### src/rtl/button_press_decoder.sv
// Turns a debounced button level into single-cycle press/release/click/long-press events.
// Define BUTTON_PRESS_DECODER_REPEAT_EN to build the auto-repeat pulse generator.
module button_press_decoder #(
  parameter int CLK_FREQUENCY   = 10_000_000,
  parameter int LONG_PRESS_HZ   = 1,
  parameter int DOUBLE_CLICK_HZ = 4,
  parameter int REPEAT_HZ       = 10
) (
  input  logic clk,
  input  logic reset_n,
  input  logic button,
  output logic pressed,
  output logic press_pulse,
  output logic release_pulse,
  output logic short_click,
  output logic double_click,
  output logic long_press,
  output logic repeat_pulse
);

  localparam int LONG_CYCLES   = CLK_FREQUENCY / LONG_PRESS_HZ;
  localparam int DOUBLE_CYCLES = CLK_FREQUENCY / DOUBLE_CLICK_HZ;
  localparam int REPEAT_CYCLES = CLK_FREQUENCY / REPEAT_HZ;
  localparam int LD_MAX        = (LONG_CYCLES > DOUBLE_CYCLES) ? LONG_CYCLES : DOUBLE_CYCLES;
  localparam int MAX_CYCLES    = (LD_MAX > REPEAT_CYCLES) ? LD_MAX : REPEAT_CYCLES;
  localparam int CNT_W         = $clog2(MAX_CYCLES);

  // The counter holds (cycles elapsed in the state - 1), so a threshold of N
  // is hit when the pre-update value equals N-1.
  localparam logic [CNT_W-1:0] LONG_LAST   = CNT_W'(LONG_CYCLES - 1);
  localparam logic [CNT_W-1:0] DOUBLE_LAST = CNT_W'(DOUBLE_CYCLES - 1);
`ifdef BUTTON_PRESS_DECODER_REPEAT_EN
  localparam logic [CNT_W-1:0] REPEAT_LAST = CNT_W'(REPEAT_CYCLES - 1);
`endif

  typedef enum logic [2:0] {IDLE, DOWN1, WAIT2, DOWN2, LONG} state_t;

  state_t           state_q, state_d;
  logic [CNT_W-1:0] cnt_q, cnt_d;
  logic             btn_q;
  logic             rise, fall;
  logic             short_d, double_d, long_d;
`ifdef BUTTON_PRESS_DECODER_REPEAT_EN
  logic             repeat_d;
`endif

  assign rise    = button & ~btn_q;
  assign fall    = ~button & btn_q;
  assign pressed = btn_q;

  // NOTE: every variable driven here gets a default before the case so no
  // path leaves it unassigned; otherwise synthesis infers a latch.
  always_comb begin
    state_d  = state_q;
    short_d  = 1'b0;
    double_d = 1'b0;
    long_d   = 1'b0;
`ifdef BUTTON_PRESS_DECODER_REPEAT_EN
    repeat_d = 1'b0;
`endif
    cnt_d    = (cnt_q == '1) ? cnt_q : cnt_q + 1'b1;

    case (state_q)
      IDLE: if (rise) state_d = DOWN1;
      // A fall is checked first so a release on the threshold edge stays short.
      DOWN1: begin
        if (fall) begin
          state_d = WAIT2;
        end else if (button && cnt_q == LONG_LAST) begin
          long_d  = 1'b1;
          state_d = LONG;
        end
      end
      // A rise is checked first so a press on the window-expiry edge is a double.
      WAIT2: begin
        if (rise) begin
          state_d = DOWN2;
        end else if (cnt_q == DOUBLE_LAST) begin
          short_d = 1'b1;
          state_d = IDLE;
        end
      end
      DOWN2: begin
        if (fall) begin
          double_d = 1'b1;
          state_d  = IDLE;
        end else if (button && cnt_q == LONG_LAST) begin
          long_d  = 1'b1;
          state_d = LONG;
        end
      end
      LONG: begin
        if (fall) begin
          state_d = IDLE;
        end
`ifdef BUTTON_PRESS_DECODER_REPEAT_EN
        else if (cnt_q == REPEAT_LAST) begin
          repeat_d = 1'b1;
          cnt_d    = '0;
        end
`endif
      end
      default: state_d = IDLE;
    endcase

    if (state_d != state_q) cnt_d = '0;
  end

  // NOTE: sequential state uses non-blocking assignments so every register
  // samples the pre-edge values regardless of statement order.
  always_ff @(posedge clk or negedge reset_n) begin
    if (!reset_n) begin
      state_q       <= IDLE;
      cnt_q         <= '0;
      btn_q         <= 1'b0;
      press_pulse   <= 1'b0;
      release_pulse <= 1'b0;
      short_click   <= 1'b0;
      double_click  <= 1'b0;
      long_press    <= 1'b0;
    end else begin
      state_q       <= state_d;
      cnt_q         <= cnt_d;
      btn_q         <= button;
      press_pulse   <= rise;
      release_pulse <= fall;
      short_click   <= short_d;
      double_click  <= double_d;
      long_press    <= long_d;
    end
  end

`ifdef BUTTON_PRESS_DECODER_REPEAT_EN
  always_ff @(posedge clk or negedge reset_n) begin
    if (!reset_n) repeat_pulse <= 1'b0;
    else          repeat_pulse <= repeat_d;
  end
`else
  assign repeat_pulse = 1'b0;
`endif

endmodule
### config.mk
export PLATFORM = sky130hd
export DESIGN_NAME = button_press_decoder
export DESIGN_NICKNAME = d
export VERILOG_FILES = /design/src/rtl/button_press_decoder.sv
export SDC_FILE = /design/constraint.sdc
export NUM_CORES = 1
export LEC_CHECK = 0
export CAP_MARGIN = 5
export CORE_ASPECT_RATIO = 0.75
export CORE_MARGIN = 2
export CORE_UTILIZATION = 36
export CTS_CLUSTER_DIAMETER = 200
export CTS_CLUSTER_SIZE = 24
export DETAILED_ROUTE_END_ITERATION = 7
export SYNTH_ARGS = -nofsm -noshare
export SYNTH_HDL_FRONTEND = slang
export SYNTH_SLANG_ARGS = --single-unit
### constraint.sdc
create_clock -name clk -period 2.5 [get_ports clk]
set_clock_uncertainty 0.1 [all_clocks]
set_input_delay 0.75 -clock clk [delete_from_list [all_inputs] [get_ports clk]]
set_output_delay 0.75 -clock clk [all_outputs]
set_load 0.01 [all_outputs]
After elaboration in Yosys (flattened, before gate mapping). Index checks and enable logic that the tools add are counted.

Equality and inequality tests: 9. Bitwise gates (word level): 4. Reductions and logical operators: 3. $add $sub $neg: 1. Mux-type cells: 18.

Operator list (number): equality test 24 bit (second input constant) (2); two-way mux 24 bit (2); adder 24 x 1 -> 24 bit (second input constant) (1); equality test 24 x 22 -> 1 bit (second input constant) (1); two-way mux 3 bit (7); one-hot mux 3 bit (5 select lines) (1); two-way mux 1 bit (8); equality test 3 x 2 -> 1 bit (second input constant) (2); equality test 3 x 1 -> 1 bit (second input constant) (1); equality test 3 bit (second input constant) (1); logical NOT 3 bit (1); inequality test 3 bit (1); AND 1 bit (2); inequality test 2 x 1 -> 1 bit (second input constant) (1); NOT 1 bit (2); OR reduction 2 bit (1); logical AND 1 bit (1).

Word-level logic and storage cells: 43. Register bits: 33. Input port bits: 3.

Longest topological paths before layout. Gate-level depths: netlist of run 1.

Depth after elaboration: 7. Mapped depth: 7. Gate-level depth less buffers: 6.

Least setup slack after synthesis of run 1. No wires, ideal clock.

Path type: register -> register. Start: register cnt_q[14]. End: register cnt_q[6]. Path buffers: 1. Stages on the path, launching flop included: 7. Library setup time: 0.130 ns. Setup slack: 0.317 ns. Arrival: 1.953 ns. Period minus slack after synthesis: 2.183 ns. Cells stage by stage: dfrtp_1 > or4b_4 > nor4_1 > nand4_1 > a32oi_2 > buf_6 > a21oi_1.

Cells in the longest elaborated chain, start to end: 7.

Ends and longest elaborated chain: start, declared (RTL line 39) `logic [CNT_W-1:0] cnt_q, cnt_d;`; start signal, assigned (RTL line 123) `cnt_q <= cnt_d;`; equality test 24 bit (RTL line 69, 87); logical AND 1 bit (RTL line 69, 87); two-way mux 3 bit (RTL line 69, 87); two-way mux 3 bit (on tied branches) (RTL line 84, 67); one-hot mux 3 bit (5 select lines) (RTL line 63) `case (state_q)`; inequality test 3 bit (RTL line 106) `if (state_d != state_q) cnt_d = '0;`; inequality test 2 x 1 -> 1 bit (no source line) / two-way mux 24 bit (equally long branches).

Parallel ways exist; a longest one is shown, timed or not. A chain may end at the register's enable or synchronous reset.

Worst setup path after layout of run 1.
Start: input port button. End: register cnt_q[15].

RTL lines: start, declared (RTL line 11) `input logic button,`; AND 1 bit * (RTL line 47) `assign rise = button & ~btn_q;`; net rise (RTL line 41) `logic rise, fall;`; two-way mux 3 bit (on tied branches) (RTL line 76, 64); one-hot mux 3 bit (5 select lines) * (RTL line 63); inequality test 3 bit * (RTL line 106); inequality test 2 x 1 -> 1 bit (no source line) / two-way mux 24 bit (equally long branches).

Mark *: on every way through the listed nets, which the timed path passes. The rest lies on a longest branch.

==> impl_metrics.xml, run 1 <==
<?xml version="1.0" encoding="UTF-8"?>
<metrics>
  <group name="status">
    <metric name="status" unit="">finished, final reports clean</metric>
  </group>
  <group name="setup_path">
    <metric name="worst_reg2reg_startpoint" unit="">cnt_q[14]</metric>
    <metric name="worst_r2r_path_depth" unit="">6</metric>
    <metric name="r2r_setup_slack" unit="ns">0.11</metric>
    <metric name="cp-end-kind" unit="">flop</metric>
    <metric name="timing.setup.critical_path_class" unit="">in2reg</metric>
    <metric name="rr_endpoint" unit="">cnt_q[15]</metric>
    <metric name="startpoint_type" unit="">input pin</metric>
    <metric name="worst_ep_arrival_time" unit="ns">2.48</metric>
    <metric name="crit_required" unit="ns">2.58</metric>
    <metric name="endpoint" unit="">cnt_q[15]</metric>
    <metric name="worstSetupStartpoint" unit="">button</metric>
    <metric name="timing.critical_path.fanout_max" unit="">14</metric>
  </group>
  <group name="timing">
    <metric name="timing_max_transition_violations_final" unit="">0</metric>
    <metric name="finalCritPeriodShare" unit="">0.962</metric>
    <metric name="report.final.hold_viol_count" unit="">0</metric>
    <metric name="grt_setup_unrepaired" unit="">no</metric>
    <metric name="fmax" unit="MHz">416</metric>
    <metric name="fin_setup_tns" unit="ns">0</metric>
    <metric name="period_minus_slack" unit="ns">2.40</metric>
    <metric name="setup_violations" unit="">0</metric>
  </group>
  <group name="pwr">
    <metric name="switching_share" unit="">0.261</metric>
    <metric name="switching_power" unit="mW">0.344</metric>
    <metric name="vdd.ir_drop.worst" unit="mV">0.324</metric>
    <metric name="power_frac_seq" unit="">0.471</metric>
    <metric name="leakagePower" unit="nW">0.910</metric>
    <metric name="power" unit="mW">1.32</metric>
    <metric name="pwr-share-clk" unit="">0.403</metric>
    <metric name="internal_power" unit="mW">0.972</metric>
    <metric name="pwr_density_cell" unit="nW/µm²">600</metric>
    <metric name="share_comb_of_total_power" unit="">0.126</metric>
  </group>
  <group name="logic_synthesis">
    <metric name="yosys.area_share.adder" unit="">0.00704</metric>
    <metric name="synth_compound_area_frac" unit="">0.122</metric>
    <metric name="synth_largest_area_cell" unit="">sky130_fd_sc_hd__dfrtp_1</metric>
    <metric name="syn_area_per_cell" unit="µm²">9.16</metric>
    <metric name="synthesis.area" unit="µm²">1780</metric>
    <metric name="dominantRegCellSynth" unit="">sky130_fd_sc_hd__dfrtp_1</metric>
    <metric name="yosys-top-cells-count" unit="">33 x sky130_fd_sc_hd__dfrtp_1, 26 x sky130_fd_sc_hd__nor2_1, 14 x sky130_fd_sc_hd__nand2_1, 13 x sky130_fd_sc_hd__nand4_1, 11 x sky130_fd_sc_hd__xor2_1</metric>
    <metric name="synth_edf_count" unit="">0</metric>
    <metric name="synth_warnings" unit="">0</metric>
    <metric name="largest_family_of_logic_cells_by_synthesized_area" unit="">simple AND/OR/NAND/NOR gates</metric>
    <metric name="leading_cell_type_by_number_of_instances_after_synthesis" unit="">sky130_fd_sc_hd__dfrtp_1</metric>
    <metric name="ys_ff_latch" unit="">33</metric>
    <metric name="post_synth_and_or_nand_nor_area_fraction" unit="">0.279</metric>
    <metric name="syn_inst" unit="">194</metric>
    <metric name="parity_gate_share_of_the_synthesized_area_counting_xor_and_xnor_cells" unit="">0.0739</metric>
    <metric name="synth.lib_cells_used.distinct" unit="">38</metric>
    <metric name="synthArstFlopShare" unit="">1.00</metric>
    <metric name="synth.top_cells.by_area" unit="">sky130_fd_sc_hd__dfrtp_1 46%, sky130_fd_sc_hd__nor2_1 5.5%, sky130_fd_sc_hd__xor2_1 5.4%</metric>
    <metric name="synth_fp_nets" unit="">198</metric>
    <metric name="synth_top_cell_area_share" unit="">0.464</metric>
    <metric name="ys_seq_area_frac" unit="">0.464</metric>
    <metric name="synth.area.mux_share" unit="">0.00563</metric>
  </group>
  <group name="die">
    <metric name="start_util" unit="">0.369</metric>
    <metric name="die_width" unit="µm">85.2</metric>
    <metric name="rows" unit="">22</metric>
    <metric name="floorplan.core_area" unit="µm²">4820</metric>
    <metric name="top_level_ports" unit="">10</metric>
    <metric name="design.die.area" unit="µm²">5520</metric>
    <metric name="die_height" unit="µm">64.9</metric>
  </group>
  <group name="placed_design">
    <metric name="gp_congestion" unit="">0.810</metric>
    <metric name="place.detailed.hpwl" unit="µm">2960</metric>
    <metric name="port-buffer-count" unit="">8</metric>
    <metric name="placement.cell_area" unit="µm²">2080</metric>
  </group>
  <group name="route">
    <metric name="vias" unit="">1560</metric>
    <metric name="post_drt_via_cell_ratio" unit="">5.47</metric>
    <metric name="drtIter0Drc" unit="">84</metric>
    <metric name="route.final.wire_length" unit="µm">4150</metric>
    <metric name="drc_violations" unit="">0</metric>
    <metric name="average_wire_per_cell_in_the_routed_design" unit="µm">14.6</metric>
    <metric name="postRouteAntennaNets" unit="">0</metric>
    <metric name="detailedRoute.firstPassIterationCount" unit="">6</metric>
  </group>
  <group name="run">
    <metric name="maxCapViolCount" unit="">0</metric>
  </group>
  <group name="clock_tree">
    <metric name="post-cts-setup-buffer-count" unit="">0</metric>
    <metric name="cts_buffers" unit="">5</metric>
    <metric name="clock_sinks" unit="">33</metric>
    <metric name="clock_insertion_delay_worst_skew" unit="ns">0.30</metric>
    <metric name="cts_hold_repair.buffers" unit="">0</metric>
    <metric name="ctsLongestPathBuffers" unit="">2</metric>
    <metric name="cts_htree_levels" unit="">2</metric>
    <metric name="post_cts_resize_count" unit="">0</metric>
    <metric name="cts.clk_slew.worst_paths" unit="ns">0.07</metric>
    <metric name="cts_root_buffer" unit="">sky130_fd_sc_hd__clkbuf_8</metric>
    <metric name="cts_tree" unit="">yes</metric>
  </group>
  <group name="cells_and_area">
    <metric name="areaGrowthSynthToFinish" unit="%">23.4</metric>
    <metric name="post_route_cells_drive_above_1_share" unit="">0.173</metric>
    <metric name="final.fill_count" unit="">437</metric>
    <metric name="antenna_cells" unit="">0</metric>
    <metric name="num-nets-final" unit="">228</metric>
    <metric name="layout.cell_area.non_filler" unit="µm²">2190</metric>
    <metric name="layout.core_utilization" unit="">0.455</metric>
  </group>
  <group name="global_route">
    <metric name="antenna_found_initial" unit="">0</metric>
    <metric name="use_met1" unit="">0.249</metric>
    <metric name="met3_usage" unit="">0.0420</metric>
    <metric name="grt_overflow_total" unit="">0</metric>
    <metric name="maximum_number_of_pins_on_one_net_before_global_route_repair" unit="">34</metric>
    <metric name="vias_in_the_first_global_route" unit="">1347</metric>
    <metric name="gr-max-usage-layer" unit="">met1</metric>
    <metric name="gr_util_met2" unit="">0.219</metric>
    <metric name="global_route_wire_length_before_repair" unit="µm">6900</metric>
    <metric name="grt_usage" unit="">0.164</metric>
  </group>
  <group name="min_path">
    <metric name="worst_min_delay_path_class" unit="">reg2reg</metric>
  </group>
</metrics>
==> cells in the final DEF (no fill, tap or decap), types with 2 or more instances in the layout <==
cell type	count
sky130_fd_sc_hd__dfrtp_1	33
sky130_fd_sc_hd__nor2_1	26
sky130_fd_sc_hd__buf_4	24
sky130_fd_sc_hd__nand2_1	14
sky130_fd_sc_hd__nand4_1	13
sky130_fd_sc_hd__xor2_1	11
sky130_fd_sc_hd__nand3_1	9
sky130_fd_sc_hd__nor3_1	9
sky130_fd_sc_hd__o21ai_0	8
sky130_fd_sc_hd__clkdlybuf4s50_1	8
sky130_fd_sc_hd__inv_1	7
sky130_fd_sc_hd__nor4_1	7
sky130_fd_sc_hd__a21oi_1	7
sky130_fd_sc_hd__clkbuf_8	6
sky130_fd_sc_hd__o211ai_1	4
sky130_fd_sc_hd__xnor2_1	4
sky130_fd_sc_hd__or4_1	3
sky130_fd_sc_hd__and3_1	3
sky130_fd_sc_hd__o2111ai_1	3
sky130_fd_sc_hd__a31oi_1	2
sky130_fd_sc_hd__a21oi_2	2
sky130_fd_sc_hd__o31ai_1	2
sky130_fd_sc_hd__or3_1	2
==> how the worst min path moves through the flow <==
| stage | startpoint | end | cells past startpoint |
|---|---|---|---|
| 2_1_floorplan | reset_n | cnt_q[0] | 0 |
| 4_1_cts | state_q[2] | state_q[0] | 1 |
| 3_3_place_gp | state_q[2] | state_q[0] | 1 |
| 5_1_grt | state_q[2] | state_q[0] | 1 |
| 3_5_place_dp | state_q[2] | state_q[0] | 1 |
| 6_report | state_q[2] | state_q[0] | 1 |
==> logic make-up (layout without fill, tap and decap cells) <==
logic type | count (synthesis) | after routing
muxes | 1 | 1
DFF | 33 | 33
other | 1 | 1
adders and majority gates | 1 | 1
and+or+nand+nor | 94 | 94
AOI/OAI and AO/OA | 32 | 32
buffers and inverters | 17 | 48
xor gates and xnor gates | 15 | 15
==> registers in the layout (all words and copies together) (netlist names) <==
signal and flops:
double_click 1, release_pulse 1, state_q 3, short_click 1
long_press 1, press_pulse 1, cnt_q 24, pressed 1
==> cell type report <==
cell class	instances	area, µm²	share of cell area
Clock buffer	7	86.3	0.0394
Clock inverter	1	30.0	0.0137
Inverter	7	26.3	0.0120
Multi-Input combinational cell	144	870	0.396
Sequential cell	33	826	0.376
Tap cell	60	75.1	0.0342
Timing Repair Buffer	33	280	0.128
==> per-stage QoR <==
| stage | hold WS, ns | instances | worst slack [ns] |
|---|---|---|---|
| 2_1_floorplan | 0.354 | 194 | 0.317 |
| 3_3_place_gp | 0.435 | 277 | -0.191 |
| 3_5_place_dp | 0.428 | 277 | -0.215 |
| 4_1_cts | 0.435 | 285 | 0.0859 |
| 5_1_grt | 0.474 | 285 | 0.00559 |
| 6_report | 0.440 | 285 | 0.0959 |
==> critical path, cell delays in order <==
cell,delay (ns)
sky130_fd_sc_hd__clkdlybuf4s50_1,0.41
sky130_fd_sc_hd__nor2b_1,0.14
sky130_fd_sc_hd__nor4_1,0.33
sky130_fd_sc_hd__nand4_1,0.18
sky130_fd_sc_hd__a32oi_2,0.33
sky130_fd_sc_hd__buf_12,0.18
sky130_fd_sc_hd__o21ba_2,0.16
==> power by group through the flow <==
stage                     sequential (mW)  combinational [mW]  clock (mW)
final                               0.620               0.166       0.530
after global routing                0.625               0.187       0.569
after CTS                           0.618               0.169       0.545
after detailed placement            0.628               0.169           0
after global placement              0.627               0.169           0
after floorplan                     0.614               0.119           0
==> layer usage <==
layer  vias up  share of wire
met4         0          0.014
met1       745           0.50
met5         -              0
met2        45           0.42
met3         6          0.062
li1        764              -
(Power assumes the default switching activity.)
==> run 2, diff against run 1 <==
- CELL_PAD_IN_SITES_DETAIL_PLACEMENT: default -> 1
- CELL_PAD_IN_SITES_GLOBAL_PLACEMENT: default -> 1
- PLACE_DENSITY_LB_ADDON: default -> 0.1
==> impl_metrics.xml, run 2 (synthesized netlist as in run 1, its figures left out) <==
<?xml version="1.0" encoding="UTF-8"?>
<metrics>
  <group name="route">
    <metric name="vias" unit="">1595</metric>
    <metric name="route.final.wire_length" unit="µm">4930</metric>
    <metric name="detailedRoute.firstPassIterationCount" unit="">4</metric>
    <metric name="drc_violations" unit="">0</metric>
    <metric name="post_drt_via_cell_ratio" unit="">5.62</metric>
    <metric name="drtIter0Drc" unit="">123</metric>
    <metric name="postRouteAntennaNets" unit="">0</metric>
    <metric name="average_wire_per_cell_in_the_routed_design" unit="µm">17.3</metric>
  </group>
  <group name="timing">
    <metric name="fmax" unit="MHz">419</metric>
    <metric name="setup_violations" unit="">0</metric>
    <metric name="report.final.hold_viol_count" unit="">0</metric>
    <metric name="finalCritPeriodShare" unit="">0.954</metric>
    <metric name="timing_max_transition_violations_final" unit="">0</metric>
    <metric name="period_minus_slack" unit="ns">2.39</metric>
  </group>
  <group name="pwr">
    <metric name="power_frac_seq" unit="">0.508</metric>
    <metric name="internal_power" unit="mW">0.890</metric>
    <metric name="switching_power" unit="mW">0.336</metric>
    <metric name="switching_share" unit="">0.274</metric>
    <metric name="vdd.ir_drop.worst" unit="mV">0.279</metric>
    <metric name="pwr-share-clk" unit="">0.323</metric>
    <metric name="pwr_density_cell" unit="nW/µm²">557</metric>
    <metric name="leakagePower" unit="nW">0.908</metric>
    <metric name="share_comb_of_total_power" unit="">0.169</metric>
  </group>
  <group name="placed_design">
    <metric name="place.detailed.hpwl" unit="µm">3730</metric>
    <metric name="placement.cell_area" unit="µm²">2100</metric>
    <metric name="placedCellCount" unit="">277</metric>
    <metric name="port-buffer-count" unit="">8</metric>
    <metric name="gp_congestion" unit="">0.851</metric>
  </group>
  <group name="clock_tree">
    <metric name="cts_hold_repair.buffers" unit="">0</metric>
    <metric name="cts_root_buffer" unit="">sky130_fd_sc_hd__clkbuf_8</metric>
    <metric name="clock_sinks" unit="">33</metric>
    <metric name="cts_htree_levels" unit="">2</metric>
    <metric name="ctsLongestPathBuffers" unit="">2</metric>
    <metric name="cts.clk_slew.worst_paths" unit="ns">0.06</metric>
    <metric name="cts_buffers" unit="">5</metric>
    <metric name="cts_tree" unit="">yes</metric>
    <metric name="clock_insertion_delay_worst_skew" unit="ns">0.28</metric>
  </group>
  <group name="run">
    <metric name="maxCapViolCount" unit="">0</metric>
  </group>
  <group name="global_route">
    <metric name="global_route_wire_length_before_repair" unit="µm">8450</metric>
    <metric name="grt_usage" unit="">0.201</metric>
    <metric name="vias_in_the_first_global_route" unit="">1678</metric>
    <metric name="antenna_found_initial" unit="">0</metric>
    <metric name="maximum_number_of_pins_on_one_net_before_global_route_repair" unit="">34</metric>
    <metric name="grt_overflow_total" unit="">0</metric>
  </group>
  <group name="die">
    <metric name="design.die.area" unit="µm²">5520</metric>
    <metric name="start_util" unit="">0.369</metric>
    <metric name="rows" unit="">22</metric>
    <metric name="top_level_ports" unit="">10</metric>
    <metric name="die_height" unit="µm">64.9</metric>
    <metric name="die_width" unit="µm">85.2</metric>
    <metric name="floorplan.core_area" unit="µm²">4820</metric>
  </group>
  <group name="setup_path">
    <metric name="path_cells" unit="">clkdlybuf4s50_1 &gt; nor2b_1 &gt; nor4_2 &gt; nand4_1 &gt; a32oi_2 &gt; buf_12 &gt; buf_12 &gt; a21oi_1</metric>
    <metric name="r2r_setup_slack" unit="ns">0.15</metric>
    <metric name="cp_common_cell" unit="">sky130_fd_sc_hd__buf_12</metric>
    <metric name="critPathSlowestCell" unit="">sky130_fd_sc_hd__clkdlybuf4s50_1</metric>
    <metric name="timing.critical_path.fanout_max" unit="">9</metric>
    <metric name="crit_path_max_incr_delay" unit="ns">0.41</metric>
    <metric name="worst_r2r_path_depth" unit="">7</metric>
    <metric name="rr_endpoint" unit="">cnt_q[11]</metric>
    <metric name="cp-end-kind" unit="">flop</metric>
    <metric name="startpoint_type" unit="">input pin</metric>
    <metric name="critical_path_buf_inv_count" unit="">3</metric>
    <metric name="crit_required" unit="ns">2.56</metric>
    <metric name="cp_top_family" unit="">buffers and inverters</metric>
    <metric name="timing.setup.critical_path_class" unit="">in2reg</metric>
    <metric name="worst_ep_arrival_time" unit="ns">2.45</metric>
    <metric name="worst_reg2reg_startpoint" unit="">cnt_q[12]</metric>
  </group>
  <group name="cells_and_area">
    <metric name="layout.cell_area.non_filler" unit="µm²">2200</metric>
    <metric name="largest_register_ff_count" unit="">24</metric>
    <metric name="final_cells" unit="">284</metric>
    <metric name="largestRegisters" unit="">cnt_q: 24 flops, state_q: 3 flops</metric>
    <metric name="areaGrowthSynthToFinish" unit="%">23.8</metric>
    <metric name="registers.top_by_ff_count" unit="">cnt_q</metric>
    <metric name="layout.core_utilization" unit="">0.457</metric>
    <metric name="final.fill_count" unit="">561</metric>
    <metric name="antenna_cells" unit="">0</metric>
    <metric name="num-nets-final" unit="">228</metric>
    <metric name="post_route_cells_drive_above_1_share" unit="">0.179</metric>
    <metric name="mostFrequentLayoutCells" unit="">33 x sky130_fd_sc_hd__dfrtp_1, 26 x sky130_fd_sc_hd__nor2_1, 22 x sky130_fd_sc_hd__buf_4</metric>
    <metric name="layout_commonest_cell" unit="">sky130_fd_sc_hd__dfrtp_1</metric>
  </group>
  <group name="min_path">
    <metric name="worst_hold_path.num_cells" unit="">2</metric>
    <metric name="capture_endpoint_of_the_worst_hold_path" unit="">cnt_q[1]</metric>
    <metric name="worst_min_delay_path_class" unit="">reg2reg</metric>
    <metric name="hp_start" unit="">cnt_q[1]</metric>
  </group>
  <group name="status">
    <metric name="status" unit="">finished, final reports clean</metric>
  </group>
</metrics>
run 2: stage by stage:
step | setup WS, ns | TNS (ns) | hold slack (ns) | power [mW]
3_3_place_gp | -0.145 | -2.59 | 0.456 | 0.824
6_report | 0.115 | 0 | 0.472 | 1.23
2_1_floorplan | 0.317 | 0 | 0.354 | 0.732
4_1_cts | 0.0231 | 0 | 0.473 | 1.25
3_5_place_dp | -0.281 | -5.68 | 0.464 | 0.841
5_1_grt | -0.0249 | -0.180 | 0.504 | 1.30
run 2: layer usage:
layer  track usage  part of all wire  wire length (µm)
met4        0.0813             0.021               103
met5             0                 0                 0
met3        0.0382             0.041               204
met2         0.311              0.46              2270
met1         0.277              0.48              2340
run 2: tightest hold or removal path, stage by stage, from the launching register on:
cell and delay, ns:
sky130_fd_sc_hd__dfrtp_1 0.41, sky130_fd_sc_hd__nand2_1 0.07, sky130_fd_sc_hd__a21oi_1 0.05
run 2: area by class of cell:
class	count	area, µm²	share of cell area
multi-input combinational	144	882	0.401
sequential	33	826	0.375
timing repair buffer	33	305	0.139
clock buffer	7	86.3	0.0392
tap	60	75.1	0.0341
inverter	7	26.3	0.0119
run 2: how the worst max path moves through the flow:
stage          startpoint   endpoint  cells past startpoint
3_5_place_dp       button  cnt_q[11]                      8
5_1_grt            button   cnt_q[7]                      8
2_1_floorplan   cnt_q[14]   cnt_q[6]                      6
6_report           button  cnt_q[11]                      8
4_1_cts            button   cnt_q[7]                      8
3_3_place_gp       button   cnt_q[6]                      8
run 2: what timing repair did:
action	4_1_cts	5_1_grt
resized for setup	0	2
setup endpoints to repair	0	18
setup buffers	0	0
run 2: power by group through the flow:
| stage | logic [mW] | clock network (mW) | registers (mW) |
|---|---|---|---|
| 2_1_floorplan | 0.119 | 0 | 0.614 |
| 3_3_place_gp | 0.197 | 0 | 0.627 |
| 3_5_place_dp | 0.209 | 0 | 0.632 |
| 4_1_cts | 0.209 | 0.417 | 0.622 |
| 5_1_grt | 0.233 | 0.437 | 0.631 |
| 6_report | 0.207 | 0.397 | 0.622 |
==> variant, RTL diff (flow settings as in run 1) <==
The parameter `DOUBLE_CLICK_HZ` goes from 4 to 16.
--- a/src/rtl/button_press_decoder.sv
+++ b/src/rtl/button_press_decoder.sv
@@ -3,7 +3,7 @@
 module button_press_decoder #(
   parameter int CLK_FREQUENCY   = 10_000_000,
   parameter int LONG_PRESS_HZ   = 1,
-  parameter int DOUBLE_CLICK_HZ = 4,
+  parameter int DOUBLE_CLICK_HZ = 16,
   parameter int REPEAT_HZ       = 10
 ) (
   input  logic clk,
Check against the original RTL: no difference found for any inputs over 10 cycles, from zero or initial values and one cycle with reset_n low; that may be too few to reach the edited logic, so the function may still have changed.
==> variant against run 1 <==
- die area up 4.3%
- cell area up 1.2%
- area after synthesis up 4.5%
- sequential cell count unchanged
- combinational power up 30%
- setup slack better by 0.0086 ns
- routed wire length up 2.7%
- total power down 6.6%
==> variant: results <==
[outcome]
outcome = "finished clean"

[grt]
grt_usage_pct = 17.1
grt_pass1_vias = 1408
grt_max_degree = 34
met1_usage_pct = 27.8
use_met2_pct = 22.2
grt_pass1_wl_mm = 7.56
grtUsageMet3_pct = 4.12

[hold_path]
hp-class = "reg2reg"

[routing]
vias = 1535
drt_pass1_iterations = 5
wirelength_mm = 4.26
remaining_drc_errors = 0
drt_iter0_markers = 85

[clock_tree]
cts_buffer_depth = 2
cts_root_buf = "clkbuf_8"
insertion_delay_ns = 0.28
h-tree-depth = 2

[setup_path]
crit_family = "simple AND/OR/NAND/NOR gates"
critPathMaxFanout = 10
arrival_ns = 2.46
cpMaxStageDelayCell = "or4b_4"
max_stage_delay_ns = 0.49

[cells_and_area]
nets = 221
drive_gt1_share_pct = 16.1
fin_cells = 277
top_regs = "cnt_q: 24 flops, state_q: 3 flops"

[power]
peakVddDrop_uv = 324
p_leak_nw = 0.862

[place]
dp_hpwl_mm = 3.01
routabilityCongestion = 0.813
dp_cells = 268

[synth]
synth_cells = 191
syn-num-nets = 195
synth_common_cells = "33 x dfrtp_1, 22 x nor2_1, 14 x nand3_1"
seq_area_frac_synth_pct = 44.4
synth.area.top_cells = "dfrtp_1 44%, xnor2_1 5.2%, nor2_1 4.4%"
synth_top_flop_cell = "dfrtp_1"
synth.distinct_cells = 45
variant: cell types whose count changed after synthesis, sizes merged, moves of 6 or more:
cell / run 1 / this run
a211oi: 0 / 7
xnor2: 4 / 11
nand4: 14 / 7
xor2: 11 / 4
nand3: 9 / 15
variant: cell families after synthesis:
kind of cell	count (synthesis)	synth area share (%)
AO/OA/AOI/OAI	31	12.1
XOR/XNOR	15	7.07
adder cells (fa/ha/maj)	1	0.673
buffers and inverters	12	3.30
flip-flops	33	44.4
multiplexers	1	0.539
other	1	0.202
AND/OR/NAND/NOR	97	31.7
variant: metal layers:
layer / wire, um / vias to the layer above / part of all wire, %
met5: 0 / - / 0
met4: 8 / 0 / 0.19
met1: 2280 / 759 / 54
met2: 1830 / 25 / 43
met3: 134 / 2 / 3.1
li1: - / 749 / -
variant: final timing paths:
kind	slack, ns	to	depth (start not counted)	startpoint
min reg2reg	0.42	press_pulse	1	pressed
max in group asynchronous	1.20	pressed	2	reset_n
min in group asynchronous	0.78	cnt_q[18]	2	reset_n
max	0.10	cnt_q[3]	7	cnt_q[0]
min	0.42	press_pulse	1	pressed
max reg2reg	0.10	cnt_q[3]	7	cnt_q[0]
variant: area by class of cell:
| type | count | area [um^2] |
|---|---|---|
| clock buffers | 7 | 86.3 |
| fillers | 463 | 2710 |
| inverters | 5 | 18.8 |
| multi-input cells | 146 | 973 |
| flip-flops and latches | 33 | 826 |
| well taps | 60 | 75.1 |
| repair buffers | 26 | 240 |
variant: what timing repair did:
action	4_1_cts	5_1_grt
gates resized for setup	0	1
setup endpoints to repair	0	5
setup buffers	0	2
variant: report_power, final:
part           switching (mW)  leakage (nW)  internal, mW
logic                   0.112         0.368         0.104
clock network           0.179        0.0443         0.218
registers              0.0477         0.450         0.570
variant: per-stage QoR:
step | worst slack [ns] | area [um^2]
after floorplan | 0.409 | 1860
after global placement | -0.130 | 2120
after detailed placement | -0.129 | 2120
after CTS | 0.140 | 2200
after global routing | -0.00707 | 2220
final | 0.104 | 2220
